==> config.mk <==
export PLATFORM = sky130hd
export DESIGN_NAME = bus_uart_tx
export DESIGN_NICKNAME = d
export VERILOG_FILES = /design/src/rtl/bus_uart_tx.sv
export SDC_FILE = /design/constraint.sdc
export NUM_CORES = 1
export LEC_CHECK = 0
export CAP_MARGIN = 5
export CORE_ASPECT_RATIO = 0.75
export CORE_UTILIZATION = 35
export DETAILED_ROUTE_END_ITERATION = 6
export MAX_ROUTING_LAYER = met4
export PLACE_DENSITY = 0.65
export SKIP_LAST_GASP = 1
export SLEW_MARGIN = 20
export SYNTH_ARGS = -nofsm -noshare
export SYNTH_HDL_FRONTEND = slang
export SYNTH_SLANG_ARGS = --single-unit
==> constraint.sdc <==
create_clock -name clk -period 5.64 [get_ports clk]
set_clock_uncertainty 0.2 [all_clocks]
set_input_delay 1.128 -clock clk [delete_from_list [all_inputs] [get_ports clk]]
set_output_delay 1.128 -clock clk [all_outputs]
set_load 0.01 [all_outputs]
==> src/rtl/bus_uart_tx.sv <==
// Memory-mapped UART transmitter: DATA/STATUS/DIV registers, TX FIFO, 8N1 serializer.
// Define UART_TX_PARITY_EN to add an even-parity bit (8E1 framing).
module bus_uart_tx #(
    parameter logic [31:0] BASE_ADDR   = 32'h1000_0000,
    parameter int          FIFO_DEPTH  = 16,
    parameter logic [15:0] DEFAULT_DIV = 16'd868
) (
    input  logic        clk,
    input  logic        rst_n,
    input  logic        bus_re,
    input  logic [3:0]  bus_we,
    input  logic [31:0] bus_addr,
    input  logic [31:0] bus_wdata,
    output logic [31:0] bus_rdata,
    output logic        uart_tx
);

    localparam int          AW      = $clog2(FIFO_DEPTH);
    localparam logic [AW:0] PTR_ONE = 1;

`ifdef UART_TX_PARITY_EN
    typedef enum logic [2:0] {
        ST_IDLE, ST_START, ST_DATA, ST_PARITY, ST_STOP
    } state_t;
`else
    typedef enum logic [2:0] {
        ST_IDLE, ST_START, ST_DATA, ST_STOP
    } state_t;
`endif

    // Bus decode
    logic       addr_hit;
    logic [1:0] reg_sel;
    logic       push_req;
    logic       status_rd;
    logic       unused_bits;

    assign addr_hit    = (bus_addr[31:4] == BASE_ADDR[31:4]);
    assign reg_sel     = bus_addr[3:2];
    assign push_req    = addr_hit && (reg_sel == 2'd0) && bus_we[0];
    assign status_rd   = bus_re && addr_hit && (reg_sel == 2'd1);
    assign unused_bits = ^{bus_we[3:2], bus_wdata[31:16], bus_addr[1:0]};

    // Registers
    state_t      state_q, state_d;
    logic [15:0] cnt_q, cnt_d;
    logic [15:0] bit_div_q, bit_div_d;
    logic [2:0]  bit_idx_q, bit_idx_d;
    logic [7:0]  shift_q, shift_d;
    logic        tx_q, tx_d;
    logic [15:0] div_q, div_d;
    logic        ovf_q, ovf_d;
    logic [AW:0] wr_ptr_q, wr_ptr_d;
    logic [AW:0] rd_ptr_q, rd_ptr_d;
`ifdef UART_TX_PARITY_EN
    logic        parity_q, parity_d;
`endif

    // FIFO storage: no reset, so it maps onto distributed/block RAM
    logic [7:0] fifo_mem [FIFO_DEPTH];
    logic [7:0] fifo_rdata;
    logic       fifo_empty;
    logic       fifo_full;
    logic       pop;
    logic       push_ok;
    logic       overflow;

    assign fifo_rdata = fifo_mem[rd_ptr_q[AW-1:0]];
    assign fifo_empty = (wr_ptr_q == rd_ptr_q);
    assign fifo_full  = (wr_ptr_q[AW] != rd_ptr_q[AW]) &&
                        (wr_ptr_q[AW-1:0] == rd_ptr_q[AW-1:0]);
    // A pop in the same cycle frees the slot, so a push to a full FIFO is still taken
    assign push_ok    = push_req && (!fifo_full || pop);
    assign overflow   = push_req && fifo_full && !pop;

    always_ff @(posedge clk) begin
        if (push_ok) begin
            fifo_mem[wr_ptr_q[AW-1:0]] <= bus_wdata[7:0];
        end
    end

    always_comb begin
        wr_ptr_d = wr_ptr_q;
        rd_ptr_d = rd_ptr_q;
        if (push_ok) begin
            wr_ptr_d = wr_ptr_q + PTR_ONE;
        end
        if (pop) begin
            rd_ptr_d = rd_ptr_q + PTR_ONE;
        end
    end

    // Register writes; an overflow in the same cycle as a STATUS read stays visible
    always_comb begin
        div_d = div_q;
        if (addr_hit && (reg_sel == 2'd2)) begin
            if (bus_we[0]) div_d[7:0]  = bus_wdata[7:0];
            if (bus_we[1]) div_d[15:8] = bus_wdata[15:8];
        end
        ovf_d = (ovf_q && !status_rd) || overflow;
    end

    // Bit period is latched per frame so DIV writes never stretch a bit in flight
    logic [15:0] eff_div;
    logic        bit_end;

    assign eff_div = (div_q == 16'd0) ? 16'd1 : div_q;
    assign bit_end = (cnt_q == (bit_div_q - 16'd1));

    always_comb begin
        state_d   = state_q;
        cnt_d     = cnt_q;
        bit_div_d = bit_div_q;
        bit_idx_d = bit_idx_q;
        shift_d   = shift_q;
        tx_d      = 1'b1;
        pop       = 1'b0;
`ifdef UART_TX_PARITY_EN
        parity_d  = parity_q;
`endif
        case (state_q)
            ST_IDLE: begin
                tx_d = 1'b1;
                if (!fifo_empty) begin
                    pop     = 1'b1;
                    state_d = ST_START;
                end
            end
            ST_START: begin
                tx_d = 1'b0;
                if (bit_end) begin
                    cnt_d     = 16'd0;
                    bit_idx_d = 3'd0;
                    state_d   = ST_DATA;
                end else begin
                    cnt_d = cnt_q + 16'd1;
                end
            end
            ST_DATA: begin
                tx_d = shift_q[0];
                if (bit_end) begin
                    cnt_d   = 16'd0;
                    shift_d = {1'b0, shift_q[7:1]};
                    if (bit_idx_q == 3'd7) begin
`ifdef UART_TX_PARITY_EN
                        state_d = ST_PARITY;
`else
                        state_d = ST_STOP;
`endif
                    end else begin
                        bit_idx_d = bit_idx_q + 3'd1;
                    end
                end else begin
                    cnt_d = cnt_q + 16'd1;
                end
            end
`ifdef UART_TX_PARITY_EN
            ST_PARITY: begin
                tx_d = parity_q;
                if (bit_end) begin
                    cnt_d   = 16'd0;
                    state_d = ST_STOP;
                end else begin
                    cnt_d = cnt_q + 16'd1;
                end
            end
`endif
            ST_STOP: begin
                tx_d = 1'b1;
                if (bit_end) begin
                    cnt_d = 16'd0;
                    // Chain straight into the next start bit when more data is queued
                    if (!fifo_empty) begin
                        pop     = 1'b1;
                        state_d = ST_START;
                    end else begin
                        state_d = ST_IDLE;
                    end
                end else begin
                    cnt_d = cnt_q + 16'd1;
                end
            end
            default: begin
                state_d = ST_IDLE;
            end
        endcase

        if (pop) begin
            shift_d   = fifo_rdata;
            bit_div_d = eff_div;
            cnt_d     = 16'd0;
            bit_idx_d = 3'd0;
`ifdef UART_TX_PARITY_EN
            parity_d  = ^fifo_rdata;
`endif
        end
    end

    always_ff @(posedge clk or negedge rst_n) begin
        if (!rst_n) begin
            state_q   <= ST_IDLE;
            cnt_q     <= 16'd0;
            bit_div_q <= 16'd0;
            bit_idx_q <= 3'd0;
            shift_q   <= 8'd0;
            tx_q      <= 1'b1;
            div_q     <= DEFAULT_DIV;
            ovf_q     <= 1'b0;
            wr_ptr_q  <= '0;
            rd_ptr_q  <= '0;
        end else begin
            state_q   <= state_d;
            cnt_q     <= cnt_d;
            bit_div_q <= bit_div_d;
            bit_idx_q <= bit_idx_d;
            shift_q   <= shift_d;
            tx_q      <= tx_d;
            div_q     <= div_d;
            ovf_q     <= ovf_d;
            wr_ptr_q  <= wr_ptr_d;
            rd_ptr_q  <= rd_ptr_d;
        end
    end

`ifdef UART_TX_PARITY_EN
    always_ff @(posedge clk or negedge rst_n) begin
        if (!rst_n) begin
            parity_q <= 1'b0;
        end else begin
            parity_q <= parity_d;
        end
    end
`endif

    // Read mux is purely combinational from bus_re/bus_addr
    logic busy;
    assign busy = (state_q != ST_IDLE);

    always_comb begin
        bus_rdata = 32'd0;
        if (bus_re && addr_hit) begin
            case (reg_sel)
                2'd1:    bus_rdata = {27'd0, ovf_q, fifo_full, fifo_empty, busy, 1'b0};
                2'd2:    bus_rdata = {16'd0, div_q};
                default: bus_rdata = 32'd0;
            endcase
        end
    end

    assign uart_tx = tx_q;

endmodule

Yosys cells after proc, flatten, opt, wreduce, memory -nomap -nowiden. Memory sizes are Yosys's and may differ from the RTL's. Index checks and enable logic that the tools add are counted. W data, S select, Z words.

$add $sub $neg: 5. Equal/unequal tests: 19. Multiplexer cells: 27. Reduce and logical (&&, ||, !) cells: 29.

Operators by type and width (count): $mux W16 (5); $pmux W16 S2 (1); $eq A28 B25 Y1 const B (1); $mux W3 (9); $mux W8 (3); $add A16 B1 Y16 const B (1); $eq A16 B16 Y1 (1); $logic_not A16 Y1 (1); $sub A16 B1 Y16 const B (1); $pmux W3 S4 (1); $add A5 B1 Y5 const B (2); $logic_and A1 B1 Y1 (10); $ne A2 B2 Y1 const B (5); $ne A3 B3 Y1 const B (3); $eq A3 B2 Y1 const B (2); $pmux W3 S2 (1); $reduce_and A2 Y1 (3); $reduce_bool A2 Y1 (3); $reduce_bool A3 Y1 (2); $eq A5 B5 Y1 (1); $mux W1 (5); $reduce_and A5 Y1 (1); $eq A4 B4 Y1 (1); $pmux W1 S2 (2); other kinds (12) (15).

Register bits: 74. Bits in writable memories: 128. Input bits: 71. Output and inout bits: 33. Logic and storage cells: 92. Memories kept: 1.

Memory list: fifo_mem (depth 16, bits a word 8, read ports 1, clocked after memory_dff 0, write ports 1, line 60) `logic [7:0] fifo_mem [FIFO_DEPTH];`.

Logic depth before layout (Yosys ltp).
Depth after elaboration: 8. Gate-level depth with buffers: 13. Depth with buffers taken out: 10.

Least setup slack after synthesis. No wires, ideal clock.

Path type: reg2reg. Start: reg bit_div_q[0]. End: mem fifo_mem[3][0], enable pin. Setup time: 0.383 ns. Arrival time: 3.090 ns. Required time: 5.057 ns. Setup slack: 1.966 ns. Stages on the path, launching flop included: 12. Path buffers: 3. Period minus slack after synthesis: 3.674 ns. Cell sequence: dfrtp_1 > buf_2 > or3_1 > buf_4 > nor4_4 > mux2i_1 > a211oi_2 > nor4_4 > a31o_1 > buf_4 > nand2_1 > nor3_1.

Cells in the longest elaborated chain, start to end: 8.

RTL lines: start: declaration (line 47) `logic [15:0] bit_div_q, bit_div_d;`; start signal: assignment (line 214) `bit_div_q <= bit_div_d;`; $sub A16 B1 Y16 (line 108) `assign bit_end = (cnt_q == (bit_div_q - 16'd1));`; $eq A16 B16 Y1 (line 108); $mux W1 (line 170) `if (bit_end) begin`; $pmux W1 S2 (line 121) `case (state_q)`; $logic_or A1 B1 Y1 (line 73) `assign push_ok = push_req && (!fifo_full || pop);`; $logic_and A1 B1 Y1 (line 73); $mux W1 (line 77) `if (push_ok) begin`; $mux W1 (not written as such) (line 78) `fifo_mem[wr_ptr_q[AW-1:0]] <= bus_wdata[7:0];`; end: declaration (line 60).

Every way passes these cells.

Worst setup path in the final report.
Start: in bus_addr[10]. End: out bus_rdata[10].

Cells in the longest elaborated chain, start to end: 3.

RTL lines: start: declaration (line 12) `input logic [31:0] bus_addr,`; $eq A28 B25 Y1 (line 38) `assign addr_hit = (bus_addr[31:4] == BASE_ADDR[31:4]);`; $logic_and A1 B1 Y1 (line 241) `if (bus_re && addr_hit) begin`; $mux W16 (line 241); end: declaration (line 14) `output logic [31:0] bus_rdata,`.

Every way passes these cells.

==> results.toml <==
[sta]
timing.final.crit_period_ns = 4.82
finalCritPeriodShare = 0.855
max_freq_mhz = 207
final_hold_viol_count = 0
whs_ns = 0.283
worst_pin_slew_ns = 0.944
setup_viol = 0
maxSlewHeadroom = 0.371
finalSetupTns_ns = 0
final_max_slew_viol_count = 0
grt_setup_unrepaired = "no"

[die]
area_inside_the_core_boundary_mm2 = 0.0262
rows = 51
die_height_um = 144
floorplan.initialDensity = 0.360
die-width_um = 192
boundaryPins = 104
die_area_mm2 = 0.0276

[route]
antenna_violating_nets_post_route = 0
firstDrtPassIters = 4
vias = 5715
avgViaCountPerCell = 5.24
drtIter0Drc = 507
drt-wirelength-per-cell_um = 18.8
detailed_route_wl_mm = 20.5
detail_route.drc_violations = 0

[synthesis]
ff_latch_count_synth = 201
synth_seq_area_share = 0.602
synth_cells = 657
synth_area_mm2 = 0.00944
yosysUniqueCellTypes = 69
synth_flop_cell = "sky130_fd_sc_hd__edfxtp_1"
synth.yosys.warnings = 0
postSynth.asyncResetShare = 0.363
synthesis.area_per_instance_um2 = 14.4
synth_edf_count = 128

[clocking]
clock_tree_from_tritoncts = "built"
cts.repair_timing.setup_buffer_count = 0
clk_transition_reported_paths_ns = 0.06
cts_buffers = 21
cts_root_buf = "sky130_fd_sc_hd__clkbuf_16"
cts_resized = 0
h_tree_depth_reported_by_cts = 1
clock_insertion_delay_worst_skew_ns = 0.50
post_cts_hold_buffer_count = 0
cts_sinks = 201
clock_path_buffers = 3

[power]
peakVddDrop_uv = 273
p_leak_nw = 4.22
p_per_area_mw_per_mm2 = 295

[worst_setup_path]
kind_of_end_point_of_the_critical_path = "output pin"
arrival_time_at_the_worst_endpoint_ns = 3.50
critical-path-slowest-cell = "sky130_fd_sc_hd__clkdlybuf4s50_1"
path_buf_inv = 2
critical_path.cell_chain = "clkdlybuf4s50_1, nor4_1, nand4_1, nor2_1, and3_1, and2_1, clkdlybuf4s50_1"
cp_slowest_stage_delay_ns = 0.54
worst_path_class_setup = "input port to output pin"
critPathMostFrequentCell = "sky130_fd_sc_hd__clkdlybuf4s50_1"
start_kind = "input port"
cp_max_fo = 12
crit_family = "simple AND/OR/NAND/NOR gates"
worst_ep_required_time_ns = 4.31

[cells_and_area]
final_cell_mix = "sky130_fd_sc_hd__edfxtp_1, sky130_fd_sc_hd__dfrtp_1, sky130_fd_sc_hd__clkdlybuf4s50_1"
area_growth_syn_to_layout_pct = 17.9
most_common_cell_after_layout_fill_and_taps_aside = "sky130_fd_sc_hd__edfxtp_1"
antenna_cell_count = 0
final_layout_size_suffix_gt1_frac = 0.185
finalNetCount = 819
fillerInstances = 2353

[place]
hpwl_mm = 13.9
finalWeightedCongestion = 0.898
buffer_ports.inserted = 67

[run_status]
status = "completed"

[global_routing]
antenna_found_initial = 0
grt_first_pass_wirelength_mm = 31.4
grt.total_usage = 0.154
first_global_vias = 5403
global_route.overflow_total = 0
largest_net_degree_at_the_start_of_global_routing = 74

[hold_path]
hold_path_class = "flip-flop to flip-flop"

[flow_run]
maxCapViolations = 0
synth_stat cells, drive strengths merged, types with 2 or more instances:
cell	count	area, um2
nand3b	6	45.0
nor4	17	143
and3	13	81.3
buf	32	201
nand2b	6	37.5
a211oi	2	20.0
o21ai	28	140
a21oi	12	60.1
nor2b	5	31.3
nor3	16	90.1
ha	17	213
nor2	29	111
a2bb2oi	2	17.5
nand3	13	65.1
a2111oi	4	35.0
o22ai	3	18.8
xnor2	17	149
o211ai	3	22.5
clkbuf	15	56.3
or3	4	25.0
mux4	40	901
a22o	5	43.8
nand2	36	135
a22oi	4	30.0
and2	17	106
o32a	2	20.0
inv	14	52.6
and4	2	20.0
or4	2	18.8
o2bb2ai	2	17.5
nor3b	4	30.0
xor2	14	123
nand4	5	31.3
mux2i	11	110
dfstp	6	158
edfxtp	128	3840
o21a	2	15.0
mux2	32	360
nor4b	2	17.5
dfrtp	67	1680
cell type report:
type                    count  area, um2  area share
multi-input cells         409       3500       0.315
clock buffers              24        547      0.0491
repair buffers             83        788      0.0709
flip-flops and latches    201       5680       0.510
clock inverters            14        121      0.0109
well taps                 344        430      0.0387
inverters                  15       56.3     0.00506
cells by family after synthesis:
group,synth area share
DFF,0.602
and+or+nand+nor,0.109
muxes,0.145
AOI/OAI and AO/OA,0.0563
buffers and inverters,0.0333
xor gates and xnor gates,0.0312
adders and majority gates,0.0225
other,0.000397
power by group:
group | switching (mW) | internal [mW]
Combinational | 0.166 | 0.128
Clock | 0.561 | 0.788
Sequential | 0.0232 | 1.61
Total | 0.750 | 2.53
sequential cells by signal, indices dropped and copies added (netlist names):
name and cells:
bit_div_q 16, bit_idx_q 3, cnt_q 16, div_q 16, fifo_mem 128, ovf_q 1
rd_ptr_q 5, shift_q 8, state_q 2, uart_tx 1, wr_ptr_q 5
path summary, 6_finish.rpt:
path	from	to	slack [ns]	cells past startpoint
worst max-delay path	bus_addr[10]	bus_rdata[10]	0.82	7
worst min-delay path	ovf_q$_DFF_PN0_	ovf_q$_DFF_PN0_	0.28	1
worst max register to register	bit_div_q[0]$_DFFE_PN0N_	fifo_mem[8][7]$_DFFE_PP_	1.17	11
worst min register to register	ovf_q$_DFF_PN0_	ovf_q$_DFF_PN0_	0.28	1
max in group asynchronous	rst_n	rd_ptr_q[0]$_DFFE_PN0N_	3.99	1
min in group asynchronous	rst_n	cnt_q[11]$_DFFE_PN0P_	0.57	1
through the flow:
stage               setup WS (ns)  instances   util  cell area, um2  power [mW]
CTS                         0.779       1090  0.424           11100        3.31
global placement            0.806       1052  0.399           10500        1.95
finish                      0.817       1090  0.424           11100        3.28
detailed placement          0.781       1052  0.399           10500        1.96
global route                0.647       1090  0.424           11100        3.41
floorplan                    1.97        672      -            9490        1.85
per-layer routing:
layer | up-vias | GRT usage | wire, um
li1 | 2631 | - | -
met1 | 2900 | 0.240 | 10400
met5 | - | - | 0
met2 | 163 | 0.214 | 8800
met3 | 21 | 0.0233 | 1080
met4 | 0 | 0.0217 | 191
worst reg2reg max path: cells and delay by family, from the launching register on:
family	cells	cell delay, ns
AND/OR/NAND/NOR	5	1.62
AO/OA/AOI/OAI	3	1.12
buffers and inverters	2	0.35
flip-flops	1	0.54
adder cells (fa/ha/maj)	1	0.28
(Power assumes the default switching activity.)
